$ cat src/rtl/tictactoe_game_ctrl.sv
// Tic-tac-toe sequencer: takes moves, alternates turns, scans the
// 8 lines through a shared external checker, reports win or draw.
//
// Ports:
//   clk, reset          clock and synchronous active-high reset
//   new_game            synchronous clear, same effect as reset
//   move_valid/pos      move request and target cell 0..8
//   move_ready          high while waiting for a move
//   illegal_move        one-cycle pulse after a rejected move
//   chk_pos0/1/2        cell codes of the line being scanned
//   chk_winner/player   checker verdict for that line
//   board, turn         board cells (2 bits each) and player to move
//   scan_line           index of the line being scanned
//   game_over, winner_player, draw   end-of-game status
module tictactoe_game_ctrl #(
  parameter logic [1:0]  FIRST_PLAYER   = 2'b01,
  parameter int unsigned TIMEOUT_CYCLES = 0
) (
  input  logic        clk,
  input  logic        reset,
  input  logic        new_game,
  input  logic        move_valid,
  input  logic [3:0]  move_pos,
  output logic        move_ready,
  output logic        illegal_move,
  output logic [1:0]  chk_pos0,
  output logic [1:0]  chk_pos1,
  output logic [1:0]  chk_pos2,
  input  logic        chk_winner,
  input  logic [1:0]  chk_player,
  output logic [17:0] board,
  output logic [1:0]  turn,
  output logic [2:0]  scan_line,
  output logic        game_over,
  output logic [1:0]  winner_player,
  output logic        draw
);

  localparam logic [1:0] S_WAIT = 2'd0;
  localparam logic [1:0] S_SCAN = 2'd1;
  localparam logic [1:0] S_OVER = 2'd2;

  localparam bit TO_EN = (TIMEOUT_CYCLES != 0);
  localparam logic [15:0] TO_LAST =
    16'(TIMEOUT_CYCLES - 1);

  logic [1:0]  state;
  logic [3:0]  count;
  logic [15:0] to_cnt;

  logic [1:0] cells [9];
  logic [1:0] cur_cell;
  logic [3:0] i0, i1, i2;
  logic       pos_ok;
  logic       accept;
  logic       legal;
  logic       bad;
  logic [1:0] flip;

  always_comb begin
    for (int i = 0; i < 9; i++)
      cells[i] = board[2*i +: 2];
  end

  assign pos_ok   = (move_pos <= 4'd8);
  assign cur_cell = pos_ok ? cells[move_pos] : 2'b00;

  assign move_ready = (state == S_WAIT);
  assign accept     = move_valid && move_ready;
  assign legal      = accept && pos_ok &&
                      (cur_cell == 2'b00);
  assign bad        = accept && !legal;
  assign flip       = {turn[0], turn[1]};

  always_comb begin
    i0 = 4'd0;
    i1 = 4'd1;
    i2 = 4'd2;
    case (scan_line)
      3'd0: begin i0 = 4'd0; i1 = 4'd1; i2 = 4'd2; end
      3'd1: begin i0 = 4'd3; i1 = 4'd4; i2 = 4'd5; end
      3'd2: begin i0 = 4'd6; i1 = 4'd7; i2 = 4'd8; end
      3'd3: begin i0 = 4'd0; i1 = 4'd3; i2 = 4'd6; end
      3'd4: begin i0 = 4'd1; i1 = 4'd4; i2 = 4'd7; end
      3'd5: begin i0 = 4'd2; i1 = 4'd5; i2 = 4'd8; end
      3'd6: begin i0 = 4'd0; i1 = 4'd4; i2 = 4'd8; end
      default: begin i0 = 4'd2; i1 = 4'd4; i2 = 4'd6; end
    endcase
  end

  assign chk_pos0 = cells[i0];
  assign chk_pos1 = cells[i1];
  assign chk_pos2 = cells[i2];

  always_ff @(posedge clk) begin
    if (reset || new_game) begin
      state         <= S_WAIT;
      board         <= '0;
      turn          <= FIRST_PLAYER;
      count         <= '0;
      to_cnt        <= '0;
      scan_line     <= '0;
      game_over     <= 1'b0;
      winner_player <= 2'b00;
      draw          <= 1'b0;
      illegal_move  <= 1'b0;
    end else begin
      illegal_move <= bad;
      case (state)
        S_WAIT: begin
          if (legal) begin
            for (int i = 0; i < 9; i++)
              if (move_pos == 4'(i))
                board[2*i +: 2] <= turn;
            count     <= count + 4'd1;
            scan_line <= '0;
            to_cnt    <= '0;
            state     <= S_SCAN;
          end else if (TO_EN && to_cnt == TO_LAST) begin
            // forfeit: the other player moves next
            turn   <= flip;
            to_cnt <= '0;
          end else if (TO_EN) begin
            to_cnt <= to_cnt + 16'd1;
          end
        end
        S_SCAN: begin
          if (chk_winner) begin
            // first winning line ends the scan
            state         <= S_OVER;
            game_over     <= 1'b1;
            winner_player <= chk_player;
          end else if (scan_line == 3'd7) begin
            if (count == 4'd9) begin
              state     <= S_OVER;
              game_over <= 1'b1;
              draw      <= 1'b1;
            end else begin
              scan_line <= '0;
              turn      <= flip;
              to_cnt    <= '0;
              state     <= S_WAIT;
            end
          end else begin
            scan_line <= scan_line + 3'd1;
          end
        end
        S_OVER: begin
        end
        default: state <= S_WAIT;
      endcase
    end
  end

endmodule

$ cat config.mk
export PLATFORM = sky130hd
export DESIGN_NAME = tictactoe_game_ctrl
export DESIGN_NICKNAME = d
export VERILOG_FILES = /design/src/rtl/tictactoe_game_ctrl.sv
export SDC_FILE = /design/constraint.sdc
export NUM_CORES = 1
export LEC_CHECK = 0
export CAP_MARGIN = 20
export CORE_ASPECT_RATIO = 1.1
export CORE_MARGIN = 2
export CORE_UTILIZATION = 54
export DETAILED_ROUTE_END_ITERATION = 12
export GPL_ROUTABILITY_DRIVEN = 0
export PLACE_DENSITY_LB_ADDON = 0.08
export REMOVE_ABC_BUFFERS = 1
export SYNTH_ARGS = -nofsm -noshare
export SYNTH_HDL_FRONTEND = slang
export SYNTH_SLANG_ARGS = --single-unit
$ cat constraint.sdc
create_clock -name clk -period 3.7 [get_ports clk]
set_input_delay 0.555 -clock clk [delete_from_list [all_inputs] [get_ports clk]]
set_output_delay 0.555 -clock clk [all_outputs]
set_load 0.05 [all_outputs]
==> impl_metrics.py, run 1 <==
metrics = {
    "detailed_routing": {
        "m1WireLength_microns": 2260,
        "final_antenna_net_count": 0,
        "vias": 1925,
        "wl_met3_microns": 322,
        "top_layer": "met4",
        "dr.pass1.iters": 7,
        "wl_microns": 5070,
        "avgRoutedWirePerCell_microns": 15.4,
        "dr_wl_met2_microns": 2440,
        "viasPerCell": 5.85,
        "drc_errors": 0,
        "drt_iter0_markers": 158,
    },
    "timing": {
        "period_minus_slack_ns": 3.46,
        "finalMaxSlewViolations": 0,
        "clock.fmax_mhz": 289,
        "skew_ns": 0.00460,
        "setup_viol": 0,
        "worst_slack_ns": 0.242,
        "period_share": 0.935,
        "hold_viol": 0,
        "maxSlewHeadroom": 0.658,
        "rsz0062_at_grt": "false",
        "tns_ns": 0,
        "tightest_slew_ns": 0.511,
    },
    "logic_synthesis": {
        "synth_fa_ha_area_frac": 0.0503,
        "synth_cells": 234,
        "synth_compound_area_frac": 0.219,
        "synthFlopType": "dfxtp_1",
        "yosys.area.top_type": "dfxtp_1",
        "yosysSeqAreaShare": 0.342,
        "synth-seq-cells": 34,
        "synth_edf_count": 0,
        "synth_cell_types": 47,
        "synth-async-reset-ratio": 0,
        "synth-xor-area-share": 0,
        "muxShareOfSynthArea": 0.135,
        "syn-cell-area_sq_um": 1990,
        "synth_commonest_cells": "dfxtp_1, nor2_1, nand2_1, o21ai_0, a21oi_1",
        "synth_warnings": 0,
        "yosys-top-cells-area": "dfxtp_1, mux4_2, nor2_1",
        "synthSimpleGateAreaFrac": 0.217,
        "synthDominantCellAreaShare": 0.342,
        "yosysMostFrequentCell": "dfxtp_1",
        "synth_top_family_by_area": "compound AO/OA/AOI/OAI gates",
        "syn_avg_cell_area_sq_um": 8.51,
    },
    "cells_and_area": {
        "nFillCells": 302,
        "seq_area_sq_um": 681,
        "nNetsFinal": 297,
        "fin_util": 0.719,
        "syn2layout_area_growth_pct": 30.0,
        "drive_above_1_share": 0.100,
        "n_antenna_cell": 0,
        "multi_input_area_sq_um": 1240,
    },
    "global_route": {
        "grt_util_all_layers": 0.258,
        "antenna_found_initial": 0,
        "grt_pass1_vias": 1667,
        "grt_max_degree": 22,
        "grt-ovfl-total": 0,
        "grt_pass1_wl_microns": 7890,
    },
    "worst_setup_path": {
        "critPathCaptureType": "output pin",
        "r2r-start": "board[14]",
        "path_cells": "inv_1 > ha_1 > nor2_1 > nand2_1 > o21ai_1 > mux4_2 > mux2_2 > dlygate4sd2_1",
        "crit_path_max_fanout": 11,
        "required_ns": 3.14,
        "path_class": "reg2out",
        "critical-path-max-stage-delay_ns": 0.56,
        "slowest_stage": "mux4_2",
        "crit_path_start_kind": "flip-flop",
        "worstSetupStartpoint": "scan_line[0]",
        "worstPathArrival_ns": 2.90,
    },
    "placed_design": {
        "portBuffers": 45,
        "dp_hpwl_microns": 3760,
        "place_ws_ns": 0.286,
    },
    "power": {
        "p_per_area_nw_per_um2": 300,
        "peakVddDrop_mv": 0.376,
        "p_total_mw": 0.776,
        "leakage_nw": 0.941,
    },
    "die": {
        "core-area_sq_um": 3600,
        "die_height_microns": 67.7,
        "dieWidth_microns": 61.9,
        "initial_core_util": 0.553,
        "die_area_sq_um": 4190,
        "pin_count": 46,
        "rows": 23,
    },
    "cts": {
        "clk_pin_slew_ns": 0.07,
        "h-tree-depth": 2,
        "cts.path.max_buffers": 2,
        "cts_buffers": 5,
        "clock-root-buffer": "clkbuf_8",
        "clkSinkCount": 34,
        "clk_latency_ns": 0.28,
        "cts_tree": "done",
    },
    "min_path": {
        "worstHoldStart": "winner_player[1]",
        "min_path_type": "reg2reg",
    },
    "job": {
        "cap_viol_max_count": 0,
    },
    "outcome": {
        "status": "finished, final reports clean",
    },
}
[timing repair]
| item | in CTS | in global routing |
|---|---|---|
| hold endpoints to repair | 0 | 0 |
| hold buffers | 0 | 0 |
| setup endpoints to repair | 1 | 3 |
| buffers inserted | 0 | 0 |
| gates resized for setup | 1 | 3 |
[metal layers]
metal	GRT usage	vias to the layer above
met4	0.0585	0
met3	0.0556	6
li1	-	949
met1	0.351	889
met5	0	-
met2	0.416	81
[worst paths after layout]
check,endpoint,slack (ns),cells after the start
worst max-delay path,chk_pos1[1],0.24,8
worst min-delay path,winner_player[1],0.46,2
worst max register to register,count[1],1.77,5
worst min register to register,winner_player[1],0.46,2
[worst max-delay path: cells and delay by family, from the launching register on]
| kind | cells | cell delay, ns |
|---|---|---|
| fa+ha+maj | 1 | 0.35 |
| buf+inv | 2 | 0.54 |
| flops | 1 | 0.45 |
| compound gates | 1 | 0.24 |
| mux | 2 | 0.84 |
| simple gates | 2 | 0.19 |
[state kept, by name, summed over array words and instances (netlist names)]
signal	flops
winner_player	2
turn	2
state	2
scan_line	3
illegal_move	1
count	4
board	18
game_over	1
draw	1
[logic make-up (layout without fill, tap and decap cells)]
group           after synthesis  after routing
compound gates               63             63
fa+ha+maj                     8              8
buf+inv                      18             63
flops                        34             34
mux                          20             20
simple gates                 91             91
[cells in the final DEF, fill, tap and decap left out, types with 4 or more instances in the layout]
cell and n:
clkdlybuf4s50_1 41, dfxtp_1 34, nor2_1 28, nand2_1 26
o21ai_0 18, a21oi_1 15, mux2i_1 9, inv_1 8
ha_1 8, nor3_1 7, nand3_1 6, mux4_2 5
mux2_2 5, clkbuf_8 5, o22ai_1 4, o31ai_1 4
[through the flow]
step / hold slack [ns] / cell area [sq um] / cells
2_1_floorplan: 0.448 / 1950 / 224
3_3_place_gp: 0.447 / 2470 / 321
3_5_place_dp: 0.450 / 2470 / 321
4_1_cts: 0.460 / 2580 / 329
5_1_grt: 0.483 / 2590 / 329
6_report: 0.455 / 2590 / 329
[power breakdown]
group	leakage (nW)	switching, mW	internal (mW)
logic	0.614	0.0440	0.0281
clock network	0.0524	0.131	0.201
registers	0.274	0.00341	0.369
total	0.941	0.178	0.598
[cell type report]
type	count	share of cell area
flip-flops and latches	34	0.263
well taps	50	0.0242
clock inverters	1	0.0116
inverters	8	0.0116
repair buffers	47	0.180
multi-input cells	182	0.480
clock buffers	7	0.0295
No activity file was read; power rests on OpenSTA's default activity.
==> run 2: changes to the inputs <==
==> constraint.sdc (replaced) <==
create_clock -name clk -period 3.7 [get_ports clk]
set_input_delay 0.74 -clock clk [delete_from_list [all_inputs] [get_ports clk]]
set_output_delay 0.74 -clock clk [all_outputs]
set_load 0.05 [all_outputs]
==> run 2 against run 1 <==
  * Non-clock buffer count up 1
  * Maximum frequency down 2.7%
  * Worst setup slack worse by 0.095 ns
  * Total power is 9.4% lower
  * Sequential share of layout area grew 0.23 points
  * Sequential cell count stayed put
  * Largest cell class unchanged
  * Largest power group unchanged
==> impl_metrics.py, run 2 (same netlist as run 1, synthesis figures left out) <==
metrics = {
    "timing": {
        "period_share": 0.960,
        "period_minus_slack_ns": 3.55,
        "tightest_slew_ns": 0.504,
        "skew_ns": 0.0104,
        "maxSlewHeadroom": 0.663,
        "rsz0062_at_grt": "false",
        "hold_viol": 0,
        "setup_viol": 0,
        "clock.fmax_mhz": 281,
        "finalMaxSlewViolations": 0,
        "tns_ns": 0,
    },
    "cells_and_area": {
        "largest_reg_flops": 18,
        "final_common_cell": "clkdlybuf4s50_1",
        "seq_area_sq_um": 681,
        "top_regs": "board: 18 flops, count: 4 flops, scan_line: 3 flops",
        "fin_util": 0.713,
        "top_register": "board",
        "multi_input_area_sq_um": 1240,
        "nFillCells": 301,
        "drive_above_1_share": 0.111,
        "n_antenna_cell": 0,
        "nNetsFinal": 298,
        "final_cell_mix": "clkdlybuf4s50_1, dfxtp_1, nor2_1",
        "syn2layout_area_growth_pct": 28.8,
    },
    "global_route": {
        "grt_max_degree": 22,
        "grt_pass1_wl_microns": 8480,
        "grt-ovfl-total": 0,
        "use_met1": 0.362,
        "grtUsageMet3": 0.0479,
        "met2_usage": 0.447,
        "grt_pass1_vias": 1825,
        "grt-busiest-layer": "met2",
        "grt_util_all_layers": 0.273,
        "antenna_found_initial": 0,
    },
    "cts": {
        "h-tree-depth": 2,
        "clk_latency_ns": 0.28,
        "post_cts_buffers": 0,
        "clk_pin_slew_ns": 0.07,
        "clkSinkCount": 34,
        "cts.path.max_buffers": 2,
        "cts_buffers": 5,
        "cts_tree": "done",
        "clock-root-buffer": "clkbuf_8",
    },
    "worst_setup_path": {
        "path_cells": "inv_1 > ha_1 > mux2i_2 > mux2_2 > o22ai_1 > a21oi_1 > clkdlybuf4s50_1",
        "critPathCaptureType": "output pin",
        "crit_path_max_fanout": 11,
        "path_class": "reg2out",
        "critical-path-max-stage-delay_ns": 0.70,
        "required_ns": 2.96,
        "crit_path_start_kind": "flip-flop",
        "worstPathArrival_ns": 2.81,
        "slowest_stage": "clkdlybuf4s50_1",
    },
    "power": {
        "leakage_nw": 0.930,
        "clkPwrFrac": 0.367,
        "p_seq_frac": 0.529,
        "peakVddDrop_mv": 0.309,
        "p_per_area_nw_per_um2": 274,
        "p_comb_frac": 0.104,
        "swShare": 0.251,
        "switching_power_mw": 0.177,
        "p_int_mw": 0.526,
    },
    "die": {
        "rows": 23,
        "pin_count": 46,
        "die_area_sq_um": 4190,
        "dieWidth_microns": 61.9,
        "die_height_microns": 67.7,
        "initial_core_util": 0.553,
        "core-area_sq_um": 3600,
    },
    "detailed_routing": {
        "drt_iter0_markers": 180,
        "viasPerCell": 5.95,
        "drc_errors": 0,
        "vias": 1957,
        "final_antenna_net_count": 0,
        "avgRoutedWirePerCell_microns": 15.6,
        "wl_microns": 5130,
        "dr.pass1.iters": 5,
    },
    "placed_design": {
        "dp_hpwl_microns": 3810,
        "portBuffers": 45,
    },
    "outcome": {
        "status": "finished, final reports clean",
    },
    "job": {
        "cap_viol_max_count": 0,
    },
    "min_path": {
        "min_path_type": "reg2reg",
    },
}
==> run 2: cell count changes in the layout (fill, tap and decap cells not counted), sizes merged <==
cell | before | now
buf | 3 | 6
bufinv | 1 | 0
clkbuf | 7 | 6
clkdlybuf4s50 | 41 | 40
clkinvlp | 0 | 1
dlygate4sd2 | 1 | 0
==> run 2: power groups by stage <==
stage / Clock [mW] / Sequential [mW] / Combinational, mW
after detailed placement: 0 / 0.380 / 0.0726
after CTS: 0.261 / 0.372 / 0.0729
after floorplan: 0 / 0.384 / 0.0364
final: 0.258 / 0.372 / 0.0731
after global placement: 0 / 0.380 / 0.0716
after global routing: 0.280 / 0.372 / 0.0798
==> run 2: layout make-up <==
class	count	area share
well taps	50	0.0244
inverters	8	0.0117
repair buffers	48	0.183
multi-input cells	182	0.484
clock inverters	1	0.00293
clock buffers	6	0.0283
flip-flops and latches	34	0.265
==> run 2: critical path, delay by kind of cell, from the launching register on <==
| kind | cells | cell delay [ns] |
|---|---|---|
| buffers and inverters | 2 | 0.82 |
| adders and majority gates | 1 | 0.34 |
| DFF | 1 | 0.46 |
| muxes | 2 | 0.73 |
| AOI/OAI and AO/OA | 2 | 0.17 |
==> run 2: through the flow <==
stage	cells	hold slack (ns)	power (mW)	worst slack, ns	instance area [sq um]
2_1_floorplan	224	0.448	0.421	0.0167	1950
3_3_place_gp	322	0.444	0.452	0.370	2480
3_5_place_dp	322	0.448	0.453	0.332	2480
4_1_cts	329	0.458	0.706	0.0151	2560
5_1_grt	329	0.476	0.733	0.00677	2560
6_report	329	0.454	0.703	0.147	2560
==> run 2: worst paths after layout <==
kind         slack [ns]          endpoint              from  cells after the start
max                0.15       chk_pos2[0]      scan_line[0]                      7
max reg2reg        1.77      scan_line[0]         board[14]                      5
min                0.45  winner_player[1]  winner_player[1]                      2
min reg2reg        0.45  winner_player[1]  winner_player[1]                      2
==> run 2: layer usage <==
layer	wire, microns	part of all wire	vias up
met3	345	0.067	4
li1	-	-	947
met4	41	0.0080	0
met1	2290	0.45	927
met5	0	0	-
met2	2460	0.48	79
==> run 2: repair_timing <==
| action | CTS | global route |
|---|---|---|
| hold buffers | 0 | 0 |
| setup endpoints to repair | 0 | 3 |
| resized for setup | 0 | 3 |
==> run 3: changes to the inputs <==
--- a/config.mk
+++ b/config.mk
@@ -8,11 +8,12 @@
 export CAP_MARGIN = 20
 export CORE_ASPECT_RATIO = 1.1
 export CORE_MARGIN = 2
-export CORE_UTILIZATION = 54
+export CORE_UTILIZATION = 50
 export DETAILED_ROUTE_END_ITERATION = 12
 export GPL_ROUTABILITY_DRIVEN = 0
 export PLACE_DENSITY_LB_ADDON = 0.08
 export REMOVE_ABC_BUFFERS = 1
+export SETUP_SLACK_MARGIN = 0.2
 export SYNTH_ARGS = -nofsm -noshare
 export SYNTH_HDL_FRONTEND = slang
 export SYNTH_SLANG_ARGS = --single-unit
==> constraint.sdc (replaced) <==
create_clock -name clk -period 3.96 [get_ports clk]
set_input_delay 0.792 -clock clk [delete_from_list [all_inputs] [get_ports clk]]
set_output_delay 0.792 -clock clk [all_outputs]
set_load 0.05 [all_outputs]
==> run 3 against run 2 <==
  * Worst setup slack better by 0.27 ns
  * Critical endpoint is now chk_pos1[1]
  * Largest cell class unchanged
  * Global-route usage down 3.2 points
  * Via count down 2.2%
  * Sequential cell count unchanged
  * Highest routed layer unchanged
  * Register-to-register slack better by 0.27 ns
  * Die area up 7.5%
  * Final cell count unchanged
==> impl_metrics.py, run 3 (same netlist as run 1, synthesis figures left out) <==
metrics = {
    "power": {
        "clkPwrFrac": 0.362,
        "switching_power_mw": 0.159,
        "p_int_mw": 0.492,
        "p_comb_frac": 0.104,
        "leakage_nw": 0.930,
        "p_total_mw": 0.651,
        "p_seq_frac": 0.534,
        "swShare": 0.244,
        "p_per_area_nw_per_um2": 255,
        "peakVddDrop_mv": 0.165,
    },
    "worst_setup_path": {
        "crit_path_max_fanout": 11,
        "ff2ff_path_depth": 5,
        "critPathCaptureType": "output pin",
        "slowest_stage": "mux4_2",
        "crit_path_start_kind": "flip-flop",
        "path_cells": "inv_1 > ha_1 > nor2_1 > nand2_1 > o21ai_2 > mux4_2 > mux2_2 > dlygate4sd2_1",
        "path_class": "reg2out",
        "required_ns": 3.17,
        "worstPathArrival_ns": 2.75,
        "critical-path-max-stage-delay_ns": 0.53,
    },
    "job": {
        "cap_viol_max_count": 0,
    },
    "timing": {
        "clock.fmax_mhz": 282,
        "period_minus_slack_ns": 3.55,
        "tns_ns": 0,
        "setup_viol": 0,
        "rsz0062_at_grt": "false",
        "period_share": 0.895,
        "hold_viol": 0,
        "skew_ns": 0.00526,
        "tightest_slew_ns": 0.536,
        "maxSlewHeadroom": 0.642,
        "finalMaxSlewViolations": 0,
    },
    "global_route": {
        "grt_max_degree": 22,
        "grt_pass1_wl_microns": 8560,
        "grt-ovfl-total": 0,
        "grtUsageMet3": 0.0306,
        "met2_usage": 0.368,
        "grt_util_all_layers": 0.241,
        "use_met1": 0.340,
        "grt-busiest-layer": "met2",
        "antenna_found_initial": 0,
        "grt_pass1_vias": 1750,
    },
    "cells_and_area": {
        "drive_above_1_share": 0.101,
        "top_regs": "board: 18 flops, count: 4 flops, scan_line: 3 flops",
        "final_common_cell": "clkdlybuf4s50_1",
        "final_cell_mix": "clkdlybuf4s50_1, dfxtp_1, nor2_1",
        "largest_reg_flops": 18,
        "nFillCells": 338,
        "top_register": "board",
        "nNetsFinal": 296,
        "n_antenna_cell": 0,
        "syn2layout_area_growth_pct": 28.2,
    },
    "die": {
        "core-area_sq_um": 3900,
        "initial_core_util": 0.510,
        "rows": 24,
        "dieWidth_microns": 64.2,
        "pin_count": 46,
        "die_height_microns": 70.2,
        "die_area_sq_um": 4500,
    },
    "outcome": {
        "status": "finished, final reports clean",
    },
    "detailed_routing": {
        "dr.pass1.iters": 5,
        "final_antenna_net_count": 0,
        "avgRoutedWirePerCell_microns": 15.3,
        "drt_iter0_markers": 217,
        "drc_errors": 0,
        "vias": 1914,
        "wl_microns": 5030,
        "viasPerCell": 5.82,
    },
    "min_path": {
        "min_path_type": "reg2reg",
        "holdPathStages": 2,
    },
    "cts": {
        "clk_latency_ns": 0.28,
        "cts_buffers": 5,
        "clk_pin_slew_ns": 0.06,
        "h-tree-depth": 2,
        "clock-root-buffer": "clkbuf_8",
        "post_cts_buffers": 0,
        "cts.path.max_buffers": 2,
        "clkSinkCount": 34,
        "cts_tree": "done",
    },
    "placed_design": {
        "dp_hpwl_microns": 3750,
        "portBuffers": 45,
    },
}
## run 3: final timing paths
path	startpoint	end	slack [ns]
max	scan_line[0]	chk_pos1[1]	0.41
min	winner_player[1]	winner_player[1]	0.47
max reg2reg	board[14]	scan_line[0]	2.04
min reg2reg	winner_player[1]	winner_player[1]	0.47
## run 3: area by class of cell
cell class                      instances  area [sq um]  area share
Clock buffer                            7          76.3      0.0299
Sequential cell                        34           681       0.267
Inverter                                8          30.0      0.0118
Multi-Input combinational cell        182          1240       0.488
Tap cell                               52          65.1      0.0255
Timing Repair Buffer                   46           455       0.178
## run 3: power by group through the flow
stage	sequential (mW)	combinational [mW]	clock, mW
6_report	0.348	0.0674	0.236
5_1_grt	0.348	0.0733	0.257
4_1_cts	0.348	0.0672	0.240
3_5_place_dp	0.355	0.0670	0
3_3_place_gp	0.355	0.0665	0
2_1_floorplan	0.359	0.0340	0
## run 3: critical path: cells and delay by family, from the launching register on
family          cells  cell delay, ns
buf+inv             2            0.53
mux                 2            0.81
simple gates        2            0.22
fa+ha+maj           1            0.34
compound gates      1            0.12
flops               1            0.45
## run 3: repair_timing
item                                    in CTS  in global routing
hold buffers                                 0                  0
pin swaps                                    0                  0
endpoints found under the setup margin       2                  3
gates resized for setup                      2                  4
## run 3: stage by stage
stage	cell area, sq um	utilization	cells	hold WS, ns	worst slack (ns)
floorplan	1950	-	224	0.448	0.225
global placement	2470	0.632	322	0.446	0.381
detailed placement	2470	0.632	322	0.455	0.325
CTS	2540	0.651	329	0.464	0.232
global route	2550	0.654	329	0.486	0.270
finish	2550	0.654	329	0.466	0.415
## run 3: layer usage
layer  part of all wire  up-vias  wire length, microns
li1                   -      942                     -
met1               0.45      902                  2280
met2               0.47       57                  2360
met3              0.052       13                   262
met4              0.026        0                   129
met5                  0        -                     0
